--- src/rtl/nios_pio_pkg.sv ---
// Shared definitions for the Nios II PIO blocks: register map, edge
// encodings, the Avalon command payload and a constant clog2 helper.
package nios_pio_pkg;

  localparam int unsigned ADDR_W = 2;
  localparam int unsigned DATA_W = 32;

  // Word addresses of the PIO register map
  localparam logic [ADDR_W-1:0] ADDR_DATA     = 2'd0;
  localparam logic [ADDR_W-1:0] ADDR_RSVD     = 2'd1;
  localparam logic [ADDR_W-1:0] ADDR_IRQ_MASK = 2'd2;
  localparam logic [ADDR_W-1:0] ADDR_EDGE_CAP = 2'd3;

  // Edge qualification encodings for EDGE_TYPE
  localparam int unsigned EDGE_RISING  = 0;
  localparam int unsigned EDGE_FALLING = 1;
  localparam int unsigned EDGE_ANY     = 2;

  // Decoded Avalon-MM slave command for one clock
  typedef struct packed {
    logic [ADDR_W-1:0] address;
    logic              wr_en;
    logic [DATA_W-1:0] writedata;
  } avs_cmd_t;

  // Ceiling log2; clog2(0) = clog2(1) = 0
  function automatic int unsigned clog2(input int unsigned value);
    int unsigned r;
    r = 0;
    for (int unsigned i = 0; i < 32; i++) begin
      if ((64'd1 << i) < 64'(value)) r = i + 1;
    end
    return r;
  endfunction

endpackage

--- src/rtl/nios_pio_debounce_bit.sv ---
// One input pin: 2-flop synchronizer followed by an optional debounce
// filter that only accepts a new level after it has been held for
// DEBOUNCE_CYCLES consecutive clocks.
//   clk, reset : system clock, synchronous active-high reset
//   pin        : asynchronous external pin
//   stable     : filtered, synchronous pin level
module nios_pio_debounce_bit
  import nios_pio_pkg::*;
#(
  parameter int unsigned DEBOUNCE_CYCLES = 0,
  parameter logic        RESET_VALUE     = 1'b0
) (
  input  logic clk,
  input  logic reset,
  input  logic pin,
  output logic stable
);

  logic sync1;
  logic sync2;

  // Metastability synchronizer
  always_ff @(posedge clk) begin
    if (reset) begin
      sync1 <= RESET_VALUE;
      sync2 <= RESET_VALUE;
    end else begin
      sync1 <= pin;
      sync2 <= sync1;
    end
  end

  generate
    if (DEBOUNCE_CYCLES == 0) begin : g_bypass
      // No filtering: a single register stage after the synchronizer
      always_ff @(posedge clk) begin
        if (reset) stable <= RESET_VALUE;
        else       stable <= sync2;
      end
    end else begin : g_filter
      localparam int unsigned CNT_W =
        (clog2(DEBOUNCE_CYCLES) > 0) ? clog2(DEBOUNCE_CYCLES) : 1;
      localparam logic [CNT_W-1:0] CNT_LAST = CNT_W'(DEBOUNCE_CYCLES - 1);

      logic [CNT_W-1:0] count;

      // Count while the synchronized level disagrees; any return to the
      // accepted level restarts the count, so short glitches are dropped.
      always_ff @(posedge clk) begin
        if (reset) begin
          count  <= '0;
          stable <= RESET_VALUE;
        end else if (sync2 == stable) begin
          count  <= '0;
        end else if (count == CNT_LAST) begin
          stable <= sync2;
          count  <= '0;
        end else begin
          count  <= count + CNT_W'(1);
        end
      end
    end
  endgenerate

endmodule

--- src/rtl/nios_pio_in.sv ---
// Avalon-MM input PIO: synchronized/debounced pins, edge capture with
// write-1-to-clear, interrupt mask and a maskable level interrupt.
//   clk, reset  : system clock, synchronous active-high reset
//   address     : word address (0 data, 1 reserved, 2 irq_mask, 3 edge_capture)
//   chipselect  : slave select
//   write_n     : active-low write strobe
//   writedata   : write data, only [WIDTH-1:0] used
//   in_port     : asynchronous external pins
//   readdata    : registered read data, latency 1, upper bits zero
//   irq         : level interrupt, |(edge_capture & irq_mask)
module nios_pio_in
  import nios_pio_pkg::*;
#(
  parameter int unsigned     WIDTH           = 5,
  parameter int unsigned     DEBOUNCE_CYCLES = 0,
  parameter int unsigned     EDGE_TYPE       = 0,
  parameter logic [WIDTH-1:0] IN_RESET_VALUE = '0
) (
  input  logic              clk,
  input  logic              reset,
  input  logic [1:0]        address,
  input  logic              chipselect,
  input  logic              write_n,
  input  logic [31:0]       writedata,
  input  logic [WIDTH-1:0]  in_port,
  output logic [31:0]       readdata,
  output logic              irq
);

  avs_cmd_t         cmd;
  logic [WIDTH-1:0] stable;
  logic [WIDTH-1:0] stable_d;
  logic [WIDTH-1:0] irq_mask;
  logic [WIDTH-1:0] edge_capture;
  logic [WIDTH-1:0] edge_hit;
  logic [WIDTH-1:0] cap_clr;
  logic             mask_we;
  logic [31:0]      rd_next;

  // Bus command decode
  always_comb begin
    cmd.address   = address;
    cmd.wr_en     = chipselect & ~write_n;
    cmd.writedata = writedata;
  end

  generate
    if (WIDTH < DATA_W) begin : g_unused
      logic unused_wdata;
      assign unused_wdata = ^cmd.writedata[DATA_W-1:WIDTH];
    end
  endgenerate

  // Per-pin synchronizer and debounce
  generate
    for (genvar i = 0; i < WIDTH; i++) begin : g_pin
      nios_pio_debounce_bit #(
        .DEBOUNCE_CYCLES (DEBOUNCE_CYCLES),
        .RESET_VALUE     (IN_RESET_VALUE[i])
      ) u_bit (
        .clk    (clk),
        .reset  (reset),
        .pin    (in_port[i]),
        .stable (stable[i])
      );
    end
  endgenerate

  // Edge qualification
  always_comb begin
    edge_hit = stable & ~stable_d;
    if (EDGE_TYPE == EDGE_FALLING)  edge_hit = ~stable & stable_d;
    else if (EDGE_TYPE == EDGE_ANY) edge_hit = stable ^ stable_d;
  end

  // Register write decode
  always_comb begin
    mask_we = cmd.wr_en && (cmd.address == ADDR_IRQ_MASK);
    cap_clr = '0;
    if (cmd.wr_en && (cmd.address == ADDR_EDGE_CAP)) cap_clr = cmd.writedata[WIDTH-1:0];
  end

  // Read mux, zero-extended
  always_comb begin
    rd_next = '0;
    case (cmd.address)
      ADDR_DATA:     rd_next = DATA_W'(stable);
      ADDR_IRQ_MASK: rd_next = DATA_W'(irq_mask);
      ADDR_EDGE_CAP: rd_next = DATA_W'(edge_capture);
      default:       rd_next = '0;
    endcase
  end

  // Register state; a new edge beats a same-cycle clear
  always_ff @(posedge clk) begin
    if (reset) begin
      stable_d     <= IN_RESET_VALUE;
      irq_mask     <= '0;
      edge_capture <= '0;
      readdata     <= '0;
    end else begin
      stable_d     <= stable;
      if (mask_we) irq_mask <= cmd.writedata[WIDTH-1:0];
      edge_capture <= (edge_capture & ~cap_clr) | edge_hit;
      readdata     <= rd_next;
    end
  end

  // Level interrupt straight from registers so unmasking takes effect at once
  assign irq = |(edge_capture & irq_mask);

endmodule

--- config.mk ---
export PLATFORM = sky130hd
export DESIGN_NAME = nios_pio_in
export DESIGN_NICKNAME = d
export VERILOG_FILES = /design/src/rtl/nios_pio_pkg.sv /design/src/rtl/nios_pio_debounce_bit.sv /design/src/rtl/nios_pio_in.sv
export SDC_FILE = /design/constraint.sdc
export NUM_CORES = 1
export LEC_CHECK = 0
export ABC_AREA = 0
export BUFFER_PORTS_ARGS = -buffer_cell sky130_fd_sc_hd__buf_2
export CORE_AREA = 8 8 62 74
export DETAILED_ROUTE_END_ITERATION = 7
export DIE_AREA = 0 0 70 82
export GPL_TIMING_DRIVEN = 0
export PLACE_DENSITY = 0.82
export SLEW_MARGIN = 5
export SYNTH_ARGS = -nofsm -noshare
export SYNTH_HDL_FRONTEND = slang
export SYNTH_SLANG_ARGS = --single-unit
--- constraint.sdc ---
create_clock -name clk -period 1 [get_ports clk]
set_input_delay 0.05 -clock clk [delete_from_list [all_inputs] [get_ports clk]]
set_output_delay 0.05 -clock clk [all_outputs]
set_load 0.005 [all_outputs]
==> results.py <==
metrics = {
    "synth": {
        "async_flop_share": 0,
        "synth_edf_count": 0,
        "yosysTopAreaCellShare": 0.499,
        "yosysMostFrequentCell": "dfxtp_1",
        "synth_cells": 136,
        "synthTopCellsByArea": "dfxtp_1 50%, buf_4 14%, nor2b_1 8.9%",
        "yosys_register_bits": 35,
        "synth-main-ff-cell": "dfxtp_1",
        "ys_seq_area_frac": 0.499,
        "avgSynthCellArea_sq_um": 10.3,
        "syn_area_sq_mm": 0.00140,
        "yosys-top-cells-count": "35 x dfxtp_1, 27 x buf_4, 20 x nor2b_1",
        "ys_types": 18,
        "ys.warnings.count": 0,
        "synth_largest_area_cell": "dfxtp_1",
    },
    "placement": {
        "place_congestion": 0.722,
        "place_area_sq_mm": 0.00165,
        "io_buffers": 20,
        "dp_hpwl_um": 1940,
    },
    "sta": {
        "fin_crit_ns": 1.28,
        "max_freq_ghz": 0.781,
        "setup_viol": 1,
        "worst_slack_ns": -0.280,
        "report.final.slew_viol_count": 0,
        "skew_ns": 0.00869,
        "rsz0062_at_grt": "true",
        "timing.final.crit_share": 1.28,
        "final_hold_viol_count": 0,
    },
    "floorplan": {
        "die_height_um": 82,
        "initial_core_util": 0.403,
        "rows": 24,
        "die_area_sq_mm": 0.00574,
        "io-pin-count": 76,
        "core_area_sq_mm": 0.00348,
        "fp.dieW_um": 70,
    },
    "worst_setup_path": {
        "end_kind": "primary output",
        "path_max_fanout": 2,
        "critPathLaunchType": "flop",
        "worstSetupPathDepth": 3,
        "crit_chain": "a222oi_1 -> nand2_1 -> buf_2",
        "worstPathArrival_ns": 1.23,
        "crit_family": "compound AO/OA/AOI/OAI gates",
        "path_buf_inv": 1,
        "slowest_stage": "a222oi_1",
        "r2r_cells": 3,
        "required_ns": 0.95,
        "cpPeakStageDelay_ns": 0.38,
        "crit_type": "reg2out",
    },
    "finish": {
        "layout-drive-gt1-share": 0.332,
        "final_core_util": 0.518,
        "layout.nets": 238,
        "final_area_sq_mm": 0.00181,
        "syn_to_final_growth_pct": 28.6,
        "antenna-diode-count": 0,
    },
    "routing": {
        "wl_met1_um": 1110,
        "initialDrtViolationCount": 65,
        "wl_per_cell_um": 11.1,
        "wl_met3_um": 249,
        "antenna_left": 0,
        "routed.top_layer": "met4",
        "routed_via_density": 4.26,
        "first_pass_iters": 4,
        "dr_wl_met2_um": 1210,
        "vias": 1000,
        "drc": 0,
        "drt_wl_total_um": 2610,
    },
    "clock_network": {
        "cts_buffers": 5,
        "clockRootBuffer": "clkbuf_8",
        "htreeDepth": 2,
        "cts_sinks": 35,
        "clk_pin_slew_ns": 0.08,
        "cts_buffer_depth": 2,
        "clk_latency_ns": 0.29,
        "cts_tree": "done",
    },
    "outcome": {
        "violations": "setup timing",
        "status": "complete, but fails checks",
    },
    "global_route": {
        "antenna_found_initial": 0,
        "grt_first_pass_wirelength_um": 4280,
        "grt_pass1_vias": 1001,
        "grt_max_degree": 13,
        "grt.overflow.total": 0,
        "grt_use_total": 0.0920,
    },
    "job": {
        "max_cap_viol_count": 0,
    },
    "min_path": {
        "whs_path_depth": 3,
        "hold_path_class": "in2reg",
    },
    "power_and_ir_drop": {
        "power.density_mw_per_mm2": 1520,
        "ir_drop_uv": 1120,
        "p_total_mw": 2.74,
        "total_leakage_power_nw": 0.855,
    },
}
[repair_timing]
item	4_1_cts	5_1_grt
buffers inserted	1	0
hold buffers	5	0
setup endpoints to repair	1	2
pin swaps	2	0
endpoints found under the hold margin	5	0
resized for setup	1	3
gates cloned	0	0
[cells by family (layout without fill, tap and decap cells)]
family                 after synthesis  in the layout  synth area share
and+or+nand+nor                     30             30             0.136
muxes                               10             10            0.0722
DFF                                 35             35             0.499
AOI/OAI and AO/OA                   21             21             0.102
other                                1             27           0.00267
buffers and inverters               39             73             0.187
[path summary, 6_finish.rpt]
check	slack (ns)	end	from
min	0.02	irq_mask[3]	writedata[3]
max	-0.28	irq	irq_mask[0]
max reg2reg	0.04	readdata[2]	edge_capture[2]
min reg2reg	0.44	g_pin[2].u_bit.sync2	g_pin[2].u_bit.sync1
[where the power goes]
part	internal, mW	switching, mW
logic	0.163	0.126
registers	1.44	0.0167
clock network	0.484	0.508
total	2.09	0.651
[layout make-up]
cell class	instances	area [sq um]
Inverter	6	22.5
Fill cell	300	1680
Tap cell	39	48.8
Sequential cell	35	704
Clock buffer	5	68.8
Clock inverter	3	20.0
Buffer	33	240
Timing Repair Buffer	26	158
Multi-Input combinational cell	88	543
[metal layers]
layer / GRT usage / vias up
met5: 0 / -
met4: 0.0423 / 0
met3: 0.0507 / 5
met2: 0.161 / 45
met1: 0.0878 / 439
li1: - / 511
[cells in the final DEF (no fill, tap or decap), drive strengths merged]
cell         Yosys  final
inv              6      6
dlygate4sd3      0      5
nor4bb           1      1
a22o             5      5
mux2i            9      9
a21oi            9      9
buf             29     50
clkinvlp         0      2
and4b            1      1
dfxtp           35     35
clkinv           0      1
nor2b           20     20
a222oi           1      1
a211oi           4      4
conb             1     27
mux2             1      1
nor2             7      7
nand2            1      1
clkbuf           4      9
a22oi            2      2
[worst reg2reg max path: cells and delay by family, from the launching register on]
kind / cells / cell delay [ns]
AOI/OAI and AO/OA: 1 / 0.18
muxes: 1 / 0.27
DFF: 1 / 0.33
and+or+nand+nor: 1 / 0.05
[metrics by stage]
stage / worst slack [ns] / setup TNS (ns) / hold WS (ns) / std cells
after floorplan: 0.0602 / 0 / 0.133 / 162
after global placement: -0.00385 / -0.00385 / 0.257 / 221
after detailed placement: -0.0133 / -0.0154 / 0.263 / 221
after CTS: -0.308 / -0.308 / 0.0129 / 235
after global routing: -0.366 / -0.366 / 0.0482 / 235
final: -0.280 / -0.280 / 0.0186 / 235
[state kept, by name (all words and copies together) (netlist names)]
| signal | count |
|---|---|
| irq_mask | 5 |
| readdata | 5 |
| g_pin.u_bit.sync2 | 5 |
| g_pin.u_bit.sync1 | 5 |
| edge_capture | 5 |
| g_pin.u_bit.stable | 5 |
| stable_d | 5 |
(Power assumes the default switching activity.)
